### src/rtl/cdb_arbiter.sv
// cdb_arbiter: shares NUM_CDB wakeup lanes among NUM_REQ FU result registers.
// Each FU result is buffered in a per-requester hold register. Up to NUM_CDB
// holds are granted per cycle in round-robin order. The granted results are
// driven on registered wakeup lanes.
// Optional feature macro: CDB_BYPASS_EN. When it is defined, an incoming
// result with an empty hold can be broadcast directly, with 1-edge latency.

`ifndef ROB_TAG_LEN
`define ROB_TAG_LEN 6
`endif
`ifndef XLEN
`define XLEN 32
`endif

// One broadcast lane register. A lane that is idle or flushed drives all zeros.
module cdb_lane #(
  parameter int TW = 6,
  parameter int VW = 32
) (
  input  logic          clk,
  input  logic          reset,
  input  logic          flush,
  input  logic          gnt,
  input  logic [TW-1:0] tag_in,
  input  logic [VW-1:0] value_in,
  output logic          wakeup,
  output logic [TW-1:0] tag,
  output logic [VW-1:0] value
);
  // Register the granted result, or clear the lane.
  always_ff @(posedge clk or negedge reset) begin
    if (!reset) begin
      wakeup <= 1'b0;
      tag    <= '0;
      value  <= '0;
    end else if (flush || !gnt) begin
      wakeup <= 1'b0;
      tag    <= '0;
      value  <= '0;
    end else begin
      wakeup <= 1'b1;
      tag    <= tag_in;
      value  <= value_in;
    end
  end
endmodule

module cdb_arbiter #(
  parameter int NUM_REQ   = 4,
  parameter int REQ_IDX_W = 2,
  parameter int NUM_CDB   = 2
) (
  input  logic                                       clk,
  input  logic                                       reset,
  input  logic [NUM_REQ-1:0]                         req_valid,
  input  logic [NUM_REQ-1:0][`ROB_TAG_LEN-1:0]       req_tag,
  input  logic [NUM_REQ-1:0][`XLEN-1:0]              req_value,
  output logic [NUM_REQ-1:0]                         req_ready,
  input  logic                                       flush,
  output logic [NUM_CDB-1:0]                         wakeup,
  output logic [NUM_CDB-1:0][`ROB_TAG_LEN-1:0]       wakeup_tag,
  output logic [NUM_CDB-1:0][`XLEN-1:0]              wakeup_value,
  output logic                                       busy
);
  logic [NUM_REQ-1:0]                    hold_valid;
  logic [NUM_REQ-1:0][`ROB_TAG_LEN-1:0]  hold_tag;
  logic [NUM_REQ-1:0][`XLEN-1:0]         hold_value;
  logic [REQ_IDX_W-1:0]                  rr_ptr;

  logic [NUM_REQ-1:0]                    cand;
  logic [NUM_REQ-1:0][`ROB_TAG_LEN-1:0]  src_tag;
  logic [NUM_REQ-1:0][`XLEN-1:0]         src_value;
  logic [NUM_REQ-1:0]                    grant;
  logic [NUM_REQ-1:0]                    fire;
  logic [NUM_REQ-1:0]                    byp;
  logic [NUM_CDB-1:0]                    lane_gnt;
  logic [NUM_CDB-1:0][`ROB_TAG_LEN-1:0]  lane_tag;
  logic [NUM_CDB-1:0][`XLEN-1:0]         lane_value;
  logic [REQ_IDX_W-1:0]                  last_idx;

`ifdef CDB_BYPASS_EN
  // An empty hold with an incoming result competes using the port values.
  assign cand      = hold_valid | (req_valid & {NUM_REQ{!flush}});
  always_comb begin
    src_tag   = '0;
    src_value = '0;
    for (int i = 0; i < NUM_REQ; i++) begin
      src_tag[i]   = hold_valid[i] ? hold_tag[i]   : req_tag[i];
      src_value[i] = hold_valid[i] ? hold_value[i] : req_value[i];
    end
  end
`else
  assign cand      = hold_valid;
  assign src_tag   = hold_tag;
  assign src_value = hold_value;
`endif

  // Round-robin scan starting at rr_ptr. The k-th grant drives lane k.
  always_comb begin
    int cnt;
    int idx;
    grant      = '0;
    lane_gnt   = '0;
    lane_tag   = '0;
    lane_value = '0;
    last_idx   = rr_ptr;
    cnt        = 0;
    idx        = 0;
    if (!flush) begin
      for (int j = 0; j < NUM_REQ; j++) begin
        idx = (int'(rr_ptr) + j) % NUM_REQ;
        if (cand[idx] && cnt < NUM_CDB) begin
          grant[idx]      = 1'b1;
          lane_gnt[cnt]   = 1'b1;
          lane_tag[cnt]   = src_tag[idx];
          lane_value[cnt] = src_value[idx];
          last_idx        = REQ_IDX_W'(idx);
          cnt++;
        end
      end
    end
  end

  assign req_ready = {NUM_REQ{!flush}} & (~hold_valid | grant);
  assign fire      = req_valid & req_ready;
  // A granted result that had no hold came straight from the port, so it is
  // never written into the hold.
  assign byp       = grant & ~hold_valid;
  assign busy      = |hold_valid;

  // Hold buffers: a handshake refills the hold, and a grant drains it.
  always_ff @(posedge clk or negedge reset) begin
    if (!reset) begin
      hold_valid <= '0;
      hold_tag   <= '0;
      hold_value <= '0;
    end else begin
      for (int i = 0; i < NUM_REQ; i++) begin
        if (flush) begin
          hold_valid[i] <= 1'b0;
        end else if (fire[i] && !byp[i]) begin
          hold_valid[i] <= 1'b1;
          hold_tag[i]   <= req_tag[i];
          hold_value[i] <= req_value[i];
        end else if (grant[i]) begin
          hold_valid[i] <= 1'b0;
        end
      end
    end
  end

  // The round-robin pointer moves past the last granted requester.
  always_ff @(posedge clk or negedge reset) begin
    if (!reset)
      rr_ptr <= '0;
    else if (flush)
      rr_ptr <= '0;
    else if (|grant)
      rr_ptr <= REQ_IDX_W'((int'(last_idx) + 1) % NUM_REQ);
  end

  // One registered output stage per broadcast lane.
  for (genvar k = 0; k < NUM_CDB; k++) begin : g_lane
    cdb_lane #(.TW(`ROB_TAG_LEN), .VW(`XLEN)) u_lane (
      .clk      (clk),
      .reset    (reset),
      .flush    (flush),
      .gnt      (lane_gnt[k]),
      .tag_in   (lane_tag[k]),
      .value_in (lane_value[k]),
      .wakeup   (wakeup[k]),
      .tag      (wakeup_tag[k]),
      .value    (wakeup_value[k])
    );
  end
endmodule

### config.mk
export PLATFORM = sky130hd
export DESIGN_NAME = cdb_arbiter
export DESIGN_NICKNAME = d
export VERILOG_FILES = /design/src/rtl/cdb_arbiter.sv
export SDC_FILE = /design/constraint.sdc
export NUM_CORES = 1
export LEC_CHECK = 0
export CORE_MARGIN = 2
export CORE_UTILIZATION = 50
export CTS_BUF_LIST = sky130_fd_sc_hd__clkbuf_8
export CTS_CLUSTER_DIAMETER = 100
export CTS_CLUSTER_SIZE = 24
export DETAILED_ROUTE_END_ITERATION = 7
export GPL_ROUTABILITY_DRIVEN = 0
export PLACE_DENSITY = 0.76
export SLEW_MARGIN = 20
export SYNTH_ARGS = -nofsm -noshare
export SYNTH_HDL_FRONTEND = slang
export SYNTH_HIERARCHICAL = 1
export SYNTH_SLANG_ARGS = --single-unit
### constraint.sdc
create_clock -name clk -period 9.85 [get_ports clk]
set_input_delay 1.4775 -clock clk [delete_from_list [all_inputs] [get_ports clk]]
set_output_delay 1.4775 -clock clk [all_outputs]
set_load 0.1 [all_outputs]
==> results.tsv <==
metric	value	unit
synth.distinct_cells	47	
hold_path_class	flop to flop	
hold_buffers	0	
port_buffers	241	
final_common_cell	clkdlybuf4s50_1	
netlist_instances	1460	
die_w	174	um
worst_slew_pin_slew	1.05	ns
critPathLaunchType	flop	
power_leakage	7.04	nW
chipHeight	174	um
relSlewSlack	0.297	
critical_path_buf_inv_count	4	
grt_use_total	0.252	
wire_per_inst	19.7	um
dpl.cell_count	1960	
start_util	0.506	
setup_ws	1.50	ns
critPathMaxFanout	84	
syn_area_per_cell	9.90	um2
clockBufferDepth	3	
hpwl	24.8	mm
dieArea	0.0303	mm2
pre_cts_slack	2.18	ns
r2r_cells	16	
overflow	0	
viasPerCell	6.08	
critical_path.top_delay_family	adder cells	
worstSetupEndpointType	output port	
synthArstFlopShare	1.00	
io_pins	242	
postRouteAntennaNets	0	
status	complete, no violations	
max_freq	120	MHz
synth_enable_flop_cells	0	
crit_required	8.37	ns
yosysWarnings	6	
clk_latency	0.55	ns
cts_tree	yes	
finClkSkew	0.0645	ns
synth_sequential_area_ratio	0.409	
path_clk_slew	0.14	ns
fin_cells	1981	
antenna_found_initial	0	
cap_viol_max_count	0	
dr.pass1.iters	6	
max_stage_delay	0.99	ns
period_minus_slack	8.35	ns
core	0.0285	mm2
reg2reg_setup_slack	2.38	ns
area_growth_syn_to_layout	18.9	%
finalCritPeriodShare	0.847	
drive_gt1_frac	0.0939	
power_density	369	mW/mm2
postCtsSetupRepairBufs	0	
grt_max_degree	115	
crit_arrival	6.87	ns
clkSinkCount	236	
synth_nets	1630	
drc_errors	0	
layout_common_cells	236 x clkdlybuf4s50_1, 234 x dfrtp_1, 152 x nor2_1, 152 x mux2_1	
grt_pass1_wl	61.5	mm
drtIter0Drc	1050	
whs_path_depth	1	
hold_violations	0	
synthesis.area	0.0145	mm2
cpMaxStageDelayCell	clkdlybuf4s50_1	
h-tree-depth	1	
totalWireLength	38.9	mm
rsz0062_at_grt	false	
root_buffer	clkbuf_8	
antenna_cells	0	
setup_viol	0	
maxSlewViolCount	0	
cp.depth	14	
finalNetCount	1764	
rows	62	
via_count	12000	
crit_top_cell	inv_2	
power.total	0.00635	W
ctsResizeCount	0	
first_global_vias	11700	
ys_ff_latch	236	
vdd_drop_max	0.244	mV
cts_buffers	14	
crit_chain	inv_1, ha_4, inv_2, mux2_2, inv_2, ha_1, or2_2, o22ai_1, fa_1, or3b_2, o32ai_1, a211oi_2, a21oi_1, clkdlybuf4s50_1	
setup_tns	0	ns
worstSetupPathType	flop to output port	
ys.flop_type	dfrtp_1	
sequential cells by signal (all words and copies together) (netlist names):
register	flops
hold_tag	24
g_lane.u_lane/wakeup	2
rr_ptr	2
g_lane.u_lane/value	64
cand	4
g_lane.u_lane/tag	12
hold_value	128
path summary, 6_finish.rpt:
check | start | end
max in group asynchronous | reset | hold_value[38]$_DFFE_PN0P_
min reg2reg | hold_value[70]$_DFFE_PN0P_ | hold_value[70]$_DFFE_PN0P_
max | rr_ptr[0]$_DFFE_PN0P_ | req_ready[1]
max reg2reg | rr_ptr[0]$_DFFE_PN0P_ | hold_value[102]$_DFFE_PN0P_
min in group asynchronous | reset | g_lane[0].u_lane/value[24]$_DFF_PN0_
min | hold_value[70]$_DFFE_PN0P_ | hold_value[70]$_DFFE_PN0P_
synthesized netlist by cell type (all sizes together) (3+ instances only):
| library cell | number | area, um2 |
|---|---|---|
| or4 | 36 | 270 |
| nor2 | 153 | 574 |
| or2 | 3 | 18.8 |
| or3b | 3 | 26.3 |
| mux2i | 76 | 772 |
| inv | 7 | 26.3 |
| nor3 | 3 | 15.0 |
| a211oi | 5 | 65.1 |
| nand2b | 5 | 31.3 |
| buf | 55 | 327 |
| clkbuf | 85 | 319 |
| mux4 | 6 | 135 |
| xnor2 | 3 | 26.3 |
| a21oi | 119 | 596 |
| o21ai | 119 | 596 |
| a22o | 4 | 35.0 |
| mux2 | 226 | 2540 |
| nor2b | 4 | 25.0 |
| nand2 | 121 | 454 |
| ha | 10 | 125 |
| xor2 | 4 | 35.0 |
| dfrtp | 236 | 5910 |
| o221ai | 37 | 324 |
| o22ai | 4 | 25.0 |
| nand3b | 7 | 52.6 |
| and3b | 76 | 666 |
| a311oi | 36 | 315 |
power by group:
group / switching [W] / internal [W]
Clock: 0.000314 / 0.000156
Combinational: 0.00264 / 0.00156
Sequential: 0.000324 / 0.00136
Total: 0.00328 / 0.00307
through the flow:
stage           util  hold WS (ns)  area [um2]
3_3_place_gp   0.591         0.492       16900
4_1_cts        0.601         0.526       17200
5_1_grt        0.602         0.543       17200
3_5_place_dp   0.592         0.498       16900
2_1_floorplan      -         0.480       14500
6_report       0.602         0.523       17200
final cells by class:
class	count	area, um2
well taps	384	480
multi-input cells	1077	7940
repair buffers	258	2580
clock buffers	16	220
inverters	7	26.3
flip-flops and latches	236	5910
fillers	2384	11400
clock inverters	3	32.5
cells by family after synthesis:
logic type / after synthesis / share of synthesized area
XOR/XNOR: 7 / 0.00424
multiplexers: 308 / 0.239
AO/OA/AOI/OAI: 336 / 0.143
buffers and inverters: 147 / 0.0465
AND/OR/NAND/NOR: 415 / 0.149
adder cells (fa/ha/maj): 11 / 0.0100
flip-flops: 236 / 0.409
routing by layer:
metal	vias to the layer above	routed length, um	global-route usage
met1	5831	15900	0.333
li1	5560	-	-
met2	558	18800	0.420
met5	-	0	0
met4	0	1300	0.0956
met3	91	2920	0.0367
Note: power is estimated with default switching activity, not from simulation.
